[src/rtl/pc_fetch_unit_if.sv]
// ----------------------------------------------------------------------------
// pc_fetch_unit_if
// Groups the two handshakes of the fetch unit:
//   - instruction-memory fetch port (imem_req/imem_addr -> imem_ack/imem_rdata)
//   - decode presentation port      (instr/instr_valid  -> instr_ready)
// Modports:
//   master : the fetch unit (drives request, address, instruction, valid)
//   slave  : memory + decode side (drives ack, read data, ready)
// ----------------------------------------------------------------------------
interface pc_fetch_unit_if;
    logic        imem_req;
    logic [31:0] imem_addr;
    logic        imem_ack;
    logic [31:0] imem_rdata;
    logic [31:0] instr;
    logic        instr_valid;
    logic        instr_ready;

    modport master (
        output imem_req,
        output imem_addr,
        input  imem_ack,
        input  imem_rdata,
        output instr,
        output instr_valid,
        input  instr_ready
    );

    modport slave (
        input  imem_req,
        input  imem_addr,
        output imem_ack,
        output imem_rdata,
        input  instr,
        input  instr_valid,
        output instr_ready
    );
endinterface

[src/rtl/pc_fetch_unit.sv]
// ----------------------------------------------------------------------------
// pc_fetch_unit
// Program-counter register and instruction-fetch sequencer for the
// single-issue cpu. Fetches the word at pc over a req/ack handshake, holds it
// for decode over a valid/ready handshake, and loads npc on decode accept.
//
// Ports:
//   clk          in   1   single clock, rising edge
//   rst_n        in   1   synchronous active-low reset
//   npc          in   32  next pc from next-pc logic
//   pc           out  32  current pc
//   fif          if       master side of pc_fetch_unit_if
//                         (imem_req/imem_addr/imem_ack/imem_rdata,
//                          instr/instr_valid/instr_ready)
//   instr_count  out  32  retired-fetch counter (modulo 2^32)
//   fetch_exc    out  1   one-cycle pulse on misaligned-npc redirect
//
// Configuration macro:
//   FETCH_ALIGN_CHECK_EN  defined   -> misaligned npc redirects to EXC_VECTOR
//                                      and pulses fetch_exc
//                         undefined -> npc low bits are cleared, fetch_exc=0
// ----------------------------------------------------------------------------
module pc_fetch_unit #(
    parameter logic [31:0] RESET_PC   = 32'h0000_3000,
    parameter logic [31:0] EXC_VECTOR = 32'h0000_4180
) (
    input  logic                   clk,
    input  logic                   rst_n,
    input  logic [31:0]            npc,
    output logic [31:0]            pc,
    pc_fetch_unit_if.master        fif,
    output logic [31:0]            instr_count,
    output logic                   fetch_exc
);

    typedef enum logic [0:0] {
        S_FETCH = 1'b0,
        S_HOLD  = 1'b1
    } state_t;

    state_t      state_r;
    state_t      state_nxt_s;
    logic [31:0] pc_r;
    logic [31:0] pc_nxt_s;
    logic [31:0] instr_r;
    logic [31:0] instr_nxt_s;
    logic [31:0] count_r;
    logic [31:0] count_nxt_s;
    logic        exc_r;
    logic        exc_nxt_s;
    logic        req_r;
    logic        valid_r;

    // Word-alignment test on an instruction address.
    function automatic logic is_misaligned(input logic [31:0] addr);
        return (addr[1:0] != 2'b00);
    endfunction

`ifndef FETCH_ALIGN_CHECK_EN
    // Low npc bits and the exception vector have no role without the check.
    logic unused_align_s;
    assign unused_align_s = ^{EXC_VECTOR, npc[1:0]};
`endif

    // Next-state, next-pc, instruction capture and counter logic.
    always_comb begin
        state_nxt_s = state_r;
        pc_nxt_s    = pc_r;
        instr_nxt_s = instr_r;
        count_nxt_s = count_r;
        exc_nxt_s   = 1'b0;
        case (state_r)
            S_FETCH: begin
                // ack is only meaningful while a request is outstanding
                if (fif.imem_ack) begin
                    instr_nxt_s = fif.imem_rdata;
                    state_nxt_s = S_HOLD;
                end else begin
                    state_nxt_s = S_FETCH;
                end
            end
            S_HOLD: begin
                // imem_ack is ignored here: no request is outstanding
                if (fif.instr_ready) begin
                    state_nxt_s = S_FETCH;
                    count_nxt_s = count_r + 32'd1;
`ifdef FETCH_ALIGN_CHECK_EN
                    if (is_misaligned(npc)) begin
                        pc_nxt_s  = EXC_VECTOR;
                        exc_nxt_s = 1'b1;
                    end else begin
                        pc_nxt_s  = npc;
                    end
`else
                    pc_nxt_s = {npc[31:2], 2'b00};
`endif
                end else begin
                    state_nxt_s = S_HOLD;
                end
            end
            default: begin
                state_nxt_s = S_FETCH;
            end
        endcase
    end

    // State and datapath registers; output flags are registered from the
    // next state so they line up with the state they describe.
    always_ff @(posedge clk) begin
        if (!rst_n) begin
            state_r <= S_FETCH;
            pc_r    <= RESET_PC;
            instr_r <= 32'h0000_0000;
            count_r <= 32'h0000_0000;
            exc_r   <= 1'b0;
            req_r   <= 1'b1;
            valid_r <= 1'b0;
        end else begin
            state_r <= state_nxt_s;
            pc_r    <= pc_nxt_s;
            instr_r <= instr_nxt_s;
            count_r <= count_nxt_s;
            exc_r   <= exc_nxt_s;
            req_r   <= (state_nxt_s == S_FETCH);
            valid_r <= (state_nxt_s == S_HOLD);
        end
    end

    // req_r is 1 out of reset, so the request must be masked while rst_n is low.
    assign fif.imem_req    = req_r & rst_n;
    assign fif.imem_addr   = pc_r;
    assign fif.instr       = instr_r;
    assign fif.instr_valid = valid_r;
    assign pc              = pc_r;
    assign instr_count     = count_r;
    assign fetch_exc       = exc_r;

endmodule

[src/flat_wrapper.sv]
// flat-port wrapper written by rule: the top's interface ports become plain ports
module pc_fetch_unit_flat 
#(
    parameter logic [31:0] RESET_PC   = 32'h0000_3000,
    parameter logic [31:0] EXC_VECTOR = 32'h0000_4180
)
  (clk, rst_n, npc, pc, instr_count, fetch_exc, fif_imem_req, fif_imem_addr, fif_imem_ack, fif_imem_rdata, fif_instr, fif_instr_valid, fif_instr_ready);
  pc_fetch_unit_if fif_i ();
  input  logic clk;
  input  logic rst_n;
  input  logic [31:0] npc;
  output logic [31:0] pc;
  output logic [31:0] instr_count;
  output logic fetch_exc;
  output wire logic [$bits(fif_i.imem_req)-1:0] fif_imem_req;
  output wire logic [$bits(fif_i.imem_addr)-1:0] fif_imem_addr;
  input wire logic [$bits(fif_i.imem_ack)-1:0] fif_imem_ack;
  input wire logic [$bits(fif_i.imem_rdata)-1:0] fif_imem_rdata;
  output wire logic [$bits(fif_i.instr)-1:0] fif_instr;
  output wire logic [$bits(fif_i.instr_valid)-1:0] fif_instr_valid;
  input wire logic [$bits(fif_i.instr_ready)-1:0] fif_instr_ready;
  assign fif_imem_req = fif_i.imem_req;
  assign fif_imem_addr = fif_i.imem_addr;
  assign fif_i.imem_ack = fif_imem_ack;
  assign fif_i.imem_rdata = fif_imem_rdata;
  assign fif_instr = fif_i.instr;
  assign fif_instr_valid = fif_i.instr_valid;
  assign fif_i.instr_ready = fif_instr_ready;
  pc_fetch_unit #(.RESET_PC(RESET_PC), .EXC_VECTOR(EXC_VECTOR)) u_core (.clk(clk), .rst_n(rst_n), .npc(npc), .pc(pc), .fif(fif_i), .instr_count(instr_count), .fetch_exc(fetch_exc));
endmodule
[config.mk]
export PLATFORM = sky130hd
export DESIGN_NAME = pc_fetch_unit_flat
export DESIGN_NICKNAME = d
export VERILOG_FILES = /design/src/rtl/pc_fetch_unit_if.sv /design/src/rtl/pc_fetch_unit.sv /design/src/flat_wrapper.sv
export SDC_FILE = /design/constraint.sdc
export NUM_CORES = 1
export LEC_CHECK = 0
export ABC_CLOCK_PERIOD_IN_PS = 1600
export BUFFER_PORTS_ARGS = -buffer_cell sky130_fd_sc_hd__buf_2
export CAP_MARGIN = 20
export CORE_UTILIZATION = 41
export DETAILED_ROUTE_END_ITERATION = 7
export HOLD_SLACK_MARGIN = 0.08
export PLACE_DENSITY = 0.76
export SLEW_MARGIN = 15
export SYNTH_ARGS = -nofsm -noshare
export SYNTH_HDL_FRONTEND = slang
export SYNTH_SLANG_ARGS = --single-unit
[constraint.sdc]
create_clock -name clk -period 1.6 [get_ports clk]
set_clock_uncertainty 0.1 [all_clocks]
set_input_delay 0.16 -clock clk [delete_from_list [all_inputs] [get_ports clk]]
set_output_delay 0.16 -clock clk [all_outputs]
set_load 0.02 [all_outputs]
== Word level (Yosys, flattened, before mapping) ==
Index checks and enable logic that the tools add are counted.

* Register bits: 96
* Input bits: 68
* Output and inout bits: 131
* Logic and storage cells: 14

* $add $sub $neg: 1
* Mux-type cells: 3
* Bitwise operators: 3
* Reductions and logical operators: 2

{| class="wikitable"
|+ Operators by type and width
! operator !! number
|-
| $add A32 B1 Y32 const B || 1
|-
| $reduce_and A2 Y1 || 2
|-
| $mux W1 || 2
|-
| $not A1 Y1 || 2
|-
| $pmux W1 S2 || 1
|-
| $and A1 B1 Y1 || 1
|}

== Logic depth before layout (Yosys ltp) ==
Gate-level depths: netlist of run 1.

* Depth in word-level cells: 3
* Gate-level depth with buffers: 7
* Mapped depth without buffers: 5

== Worst setup path after synthesis of run 1 ==
No wires, ideal clock.

* Path type: register to register
* From: register u_core.count_r[0], in the netlist u_core.instr_count[0]
* To: register u_core.count_r[30], in the netlist u_core.instr_count[30]
* Library setup time: 0.070 ns
* Arrival: 1.732 ns
* Setup slack: -0.302 ns
* Cell stages (with the launch flop): 8
* Buffers on the path: 2
* Period minus slack after synthesis: 1.902 ns
* Cells stage by stage: dfxtp_1 > ha_1 > and4_1 > buf_2 > nand3_1 > buf_2 > or4_1 > a21oi_1

* Longest elaborated chain between the ends: 1

{| class="wikitable"
|+ Ends and longest elaborated chain
! element !! RTL line !! text
|-
| start: declaration || pc_fetch_unit.sv:47 || <nowiki>logic [31:0] count_r;</nowiki>
|-
| start signal: assignment || pc_fetch_unit.sv:122 || <nowiki>count_r <= count_nxt_s;</nowiki>
|-
| $add A32 B1 Y32 || pc_fetch_unit.sv:86 || <nowiki>count_nxt_s = count_r + 32'd1;</nowiki>
|}

No other way between the ends.
A chain may end at the register's enable or synchronous reset.

== Worst setup path after layout of run 1 ==
* From: register u_core.count_r[6], in the netlist u_core.instr_count[6]
* To: register u_core.count_r[13], in the netlist u_core.instr_count[13]

Same word-level chain as after synthesis.

==> impl_metrics.yaml, run 1 <==
outcome:
  status: "finished, violations left"
  violations: "setup timing"
clock_tree:
  cts_tree: "built"
  cts_sinks: 96
  clk_latency_ns: 0.36
  cts_buffer_depth: 2
  cts-root-buf: "clkbuf_8"
  htree_levels: 3
  cts_buffers: 9
  clk_pin_slew_ns: 0.10
worst_setup_path:
  crit_type: "reg2reg"
  cp.required_ns: 1.80
  worstPathMaxFanout: 13
  critPathArrivalTime_ns: 1.89
  end_kind: "flop"
  cp_cell_sequence: "and4_1 > buf_6 > nand4_1 > buf_6 > or4_1 > a21oi_2"
  cpMostUsedCell: "buf_6"
  critPathMaxStageDelay_ns: 0.43
  critical-path-slowest-cell: "or4_1"
  crit_path_start_kind: "flop"
placed_design:
  dp_hpwl_um: 7900
  placed_area_mm2: 0.00520
  dp.cells: 794
  io_buffers: 191
  dp_slack_ns: -0.193
  gp_congestion: 0.766
floorplan:
  start_util_pct: 42.7
  die_y_um: 101
  fp.dieArea_mm2: 0.0101
  core_mm2: 0.00933
  dieWidth_um: 101
  row_count: 35
  io_pins: 199
cells_and_area:
  syn2layout_area_growth_pct: 56.7
  n_antenna_cell: 0
  nFillCells: 716
  fin_nets: 817
  fin_area_mm2: 0.00625
  multi_input_area_mm2: 0.00181
  mostFrequentLayoutCells: "buf_2, nand2_1, a21oi_1, dfxtp_1, dlygate4sd3_1"
  layout_commonest_cell: "buf_2"
  fin_cells: 881
  drive_gt1_share_pct: 41.5
  postLayoutCoreUtil_pct: 67.0
  regArea_mm2: 0.00198
timing:
  rsz0062_at_grt: "yes"
  min_period_over_period_pct: 106
  layout_min_cycle_time_ns: 1.70
  setup_tns_ns: -0.790
  whs_ns: 0.129
  fmax_mhz: 590
  hold_viol: 0
  finalSetupViolCount: 16
  setup_ws_ns: -0.0953
  maxSlewViolCount: 0
drt:
  wirelength_um: 13400
  vias: 4523
  drtPass1Iterations: 4
  avgRoutedWirePerCell_um: 15.2
  drtIter0Drc: 165
  via_per_inst: 5.13
  route.detailed.drc: 0
  antenna_left: 0
synthesis:
  synth_xor_area_share_pct: 2.20
  synth_top_family_by_area: "simple AND/OR/NAND/NOR gates"
  ys_types: 33
  avgSynthCellArea_um2: 8.10
  syn_inst: 492
  syn_area_mm2: 0.00399
  synth-simple-area-share_pct: 24.8
  synth_mux_area_share_pct: 0.251
  synth_compound_area_share_pct: 13.7
  synth-seq-area-share_pct: 48.2
  ys_warn_count: 0
  synth_fa_ha_area_share_pct: 0.314
  ys_ff_latch: 96
global_route:
  antenna_found_initial: 0
  grt_use_total_pct: 25.5
  grt_max_degree: 49
  overflow: 0
  grt_pass1_wl_um: 20100
  first_global_vias: 4233
run:
  maxCapViolations: 0
power_and_ir_drop:
  leakagePower_nw: 2.91
  finalPower_mw: 5.08
  p_per_area_mw_per_mm2: 814
  max-vdd-ir-drop_mv: 0.617
hold_path:
  hold_path.class: "in2reg"
[what timing repair did]
action	4_1_cts	5_1_grt
pin swaps	11	2
hold buffers	64	0
gates resized for setup	17	13
hold endpoints to repair	65	0
setup endpoints to repair	19	21
gates cloned	0	1
setup buffers	5	2
[flip-flops by register name, indices dropped and copies added, names as in the netlist]
name / cells
u_core.fif.instr_valid: 1
u_core.instr_count: 32
u_core.fif.imem_addr: 30
u_core.fif.instr: 32
u_core.req_r: 1
[cells in the mapped netlist (all sizes together)]
master,n,area share (%)
buf,42,7.8
xor2,7,1.5
or4,12,2.3
o31a,1,0.22
nand2,140,13
nor2b,1,0.16
o31ai,12,2.3
dfxtp,96,48
or3,7,1.1
nor4,1,0.16
o21ai,8,1.0
a21oi,80,10
nand4,13,2.7
clkbuf,24,2.3
inv,4,0.38
xnor2,3,0.66
and3,5,0.78
nand3,9,1.1
mux2i,1,0.25
and2,3,0.47
nor2,10,0.94
conb,1,0.094
nand2b,3,0.47
and4,6,1.3
ha,1,0.31
o21a,1,0.19
nor3,1,0.13
[path summary, 6_finish.rpt]
check | from | end | slack, ns | cells past startpoint
hold / removal | fif_instr_ready | u_core.instr_count[1] | 0.13 | 4
setup / recovery | u_core.instr_count[6] | u_core.instr_count[13] | -0.1 | 6
setup reg to reg | u_core.instr_count[6] | u_core.instr_count[13] | -0.1 | 6
hold reg to reg | u_core.fif.instr[29] | u_core.fif.instr[29] | 0.36 | 2
[metal layers]
layer | GRT usage (%) | routed length (µm) | vias to the layer above
met5 | 0 | 0 | -
met4 | 13.6 | 533 | 0
met3 | 4.51 | 859 | 53
met2 | 45.3 | 6900 | 227
met1 | 29.0 | 5090 | 2101
li1 | - | - | 2142
[final cells by class]
cell class / instances / area share (%)
clock inverter: 5 / 1.42
multi-input combinational: 331 / 28.9
inverter: 4 / 0.240
timing repair buffer: 306 / 32.9
sequential: 96 / 31.7
clock buffer: 10 / 2.20
tap: 129 / 2.58
[worst max-delay path, delay by kind of cell (launching register included)]
family | cells | cell delay (ns)
DFF | 1 | 0.35
and+or+nand+nor | 3 | 0.75
AOI/OAI and AO/OA | 1 | 0.13
buffers and inverters | 2 | 0.31
[kinds of logic after synthesis]
kind of cell | count (synthesis)
other cells | 1
flops | 96
compound gates | 102
simple gates | 211
fa+ha+maj | 1
xor+xnor | 10
mux | 1
buf+inv | 70
[power breakdown]
group / switching [mW] / internal, mW
clock: 0.868 / 0.935
combinational: 0.433 / 0.331
sequential: 0.0571 / 2.46
total: 1.36 / 3.72
Power figures use the tool's default switching activity.
==> inputs of run 2 (changes only) <==
--- a/config.mk
+++ b/config.mk
@@ -5,13 +5,14 @@
 export SDC_FILE = /design/constraint.sdc
 export NUM_CORES = 1
 export LEC_CHECK = 0
+export ABC_AREA = 1
 export ABC_CLOCK_PERIOD_IN_PS = 1600
 export BUFFER_PORTS_ARGS = -buffer_cell sky130_fd_sc_hd__buf_2
 export CAP_MARGIN = 20
-export CORE_UTILIZATION = 41
+export CORE_UTILIZATION = 42
 export DETAILED_ROUTE_END_ITERATION = 7
 export HOLD_SLACK_MARGIN = 0.08
-export PLACE_DENSITY = 0.76
+export PLACE_DENSITY = 0.77
 export SLEW_MARGIN = 15
 export SYNTH_ARGS = -nofsm -noshare
 export SYNTH_HDL_FRONTEND = slang
==> impl_metrics.yaml, run 2 <==
power_and_ir_drop:
  seqPwrFrac_pct: 52.3
  p_clk_share_pct: 29.1
  p_int_mw: 3.46
  pwr-share-comb_pct: 18.5
  leakagePower_nw: 2.82
  finalPower_mw: 4.94
  max-vdd-ir-drop_mv: 0.536
  p_sw_share_pct: 30.0
  switching_power_mw: 1.48
  p_per_area_mw_per_mm2: 835
floorplan:
  start_util_pct: 44.0
  row_count: 35
  die_y_um: 101
  io_pins: 199
  core_mm2: 0.00942
  dieWidth_um: 101
  fp.dieArea_mm2: 0.0103
synthesis:
  ys_ff_latch: 96
  synth_most_common_cell: "nor2_1"
  ys.flop_type: "dfxtp_1"
  syn_inst: 572
  synth.top_cells.by_count: "nor2_1, dfxtp_1, o21ai_0"
  synth-edff-count: 0
  synth-seq-area-share_pct: 46.3
  syn_area_mm2: 0.00415
  avgSynthCellArea_um2: 7.25
  yosysTopAreaCell: "dfxtp_1"
  ys_types: 26
  synth.top_cell.area_share_pct: 46.3
  yosys-top-cells-area: "dfxtp_1, nor2_1, o21ai_0, buf_4, nand2_1"
  ys_warn_count: 0
  synthArstFlopShare_pct: 0
timing:
  setup_tns_ns: 0
  finalSetupViolCount: 0
  rsz0062_at_grt: "yes"
  min_period_over_period_pct: 96.3
  maxSlewViolCount: 0
  hold_viol: 0
  fmax_mhz: 649
  setup_ws_ns: 0.0585
  layout_min_cycle_time_ns: 1.54
worst_setup_path:
  end_kind: "flop"
  reg2reg_depth: 7
  cp.required_ns: 1.76
  crit_type: "reg2reg"
  critPathArrivalTime_ns: 1.70
  crit_path_start_kind: "flop"
  worstPathMaxFanout: 5
cells_and_area:
  layout_commonest_cell: "buf_2"
  syn2layout_area_growth_pct: 42.6
  drive_gt1_share_pct: 31.1
  mostFrequentLayoutCells: "buf_2, nor2_1, dfxtp_1, o21ai_0, nand2_1"
  postLayoutCoreUtil_pct: 62.8
  fin_nets: 869
  fin_cells: 934
  n_antenna_cell: 0
drt:
  antenna_left: 0
  drtPass1Iterations: 5
  wirelength_um: 12300
  drtIter0Drc: 203
  via_per_inst: 4.86
  route.detailed.drc: 0
  vias: 4536
  avgRoutedWirePerCell_um: 13.2
global_route:
  grt_max_degree: 63
  first_global_vias: 4212
  antenna_found_initial: 0
  grt_use_total_pct: 23.4
  overflow: 0
  grt_pass1_wl_um: 18900
clock_tree:
  cts_buffer_depth: 2
  clk_latency_ns: 0.36
  cts_tree: "built"
  cts-root-buf: "clkbuf_8"
  clk_pin_slew_ns: 0.10
  cts_sinks: 96
  htree_levels: 3
  cts_buffers: 9
hold_path:
  hold_path.class: "in2reg"
  holdPathStages: 4
placed_design:
  dp.cells: 852
  dp_slack_ns: 0.0570
  dp_hpwl_um: 7970
  io_buffers: 191
  gp_congestion: 0.897
run:
  maxCapViolations: 0
outcome:
  status: "finished clean"
## run 2: area by class of cell
class | count | area, µm²
timing repair buffer | 271 | 1720
inverter | 32 | 120
fill | 780 | 3500
multi-input combinational | 390 | 1810
clock buffer | 10 | 128
tap | 129 | 161
clock inverter | 6 | 43.8
sequential | 96 | 1930
## run 2: cells by family after synthesis
family / synth area share, %
simple gates: 31.0
xor+xnor: 0.845
other cells: 0.0904
flops: 46.3
fa+ha+maj: 0.302
compound gates: 9.96
buf+inv: 11.5
## run 2: path summary, 6_finish.rpt
kind	start	end	slack, ns
worst max register to register	u_core.instr_count[1]	u_core.instr_count[22]	0.06
worst min-delay path	fif_instr_ready	u_core.fif.instr_valid	0.15
worst max-delay path	u_core.instr_count[1]	u_core.instr_count[22]	0.06
worst min register to register	u_core.instr_count[5]	u_core.instr_count[5]	0.38
## run 2: worst max-delay path, stage by stage (launching register included)
cell	delay, ns
dfxtp_4	0.38
ha_4	0.15
nand3_4	0.08
nor2_4	0.22
nand3_4	0.13
nor2_4	0.19
nand2_1	0.06
nor3b_2	0.14
## run 2: per-layer routing
layer	track usage (%)	share of wire, %	vias up
li1	-	-	2220
met1	24.8	40	2112
met2	44.8	52	179
met3	5.18	5.8	25
met4	9.25	2.4	0
met5	0	0	-
## run 2: power groups by stage
stage          sequential (mW)  clock, mW  combinational, mW
6_report                  2.58       1.44              0.915
5_1_grt                   2.60       1.56              0.995
4_1_cts                   2.58       1.49              0.894
3_5_place_dp              2.63          0              0.772
3_3_place_gp              2.63          0              0.757
2_1_floorplan             2.78          0              0.378
## run 2: stage by stage
| step | hold WS [ns] | instance area [µm²] |
|---|---|---|
| after floorplan | 0.173 | 4160 |
| after global placement | 0.264 | 5030 |
| after detailed placement | 0.272 | 5030 |
| after CTS | 0.220 | 5840 |
| after global routing | 0.174 | 5910 |
| final | 0.152 | 5910 |
## run 2: timing repair
item,4_1_cts,5_1_grt
setup endpoints to repair,0,18
resized for setup,0,12
hold buffers,64,0
buffers inserted,0,2
hold endpoints to repair,64,0
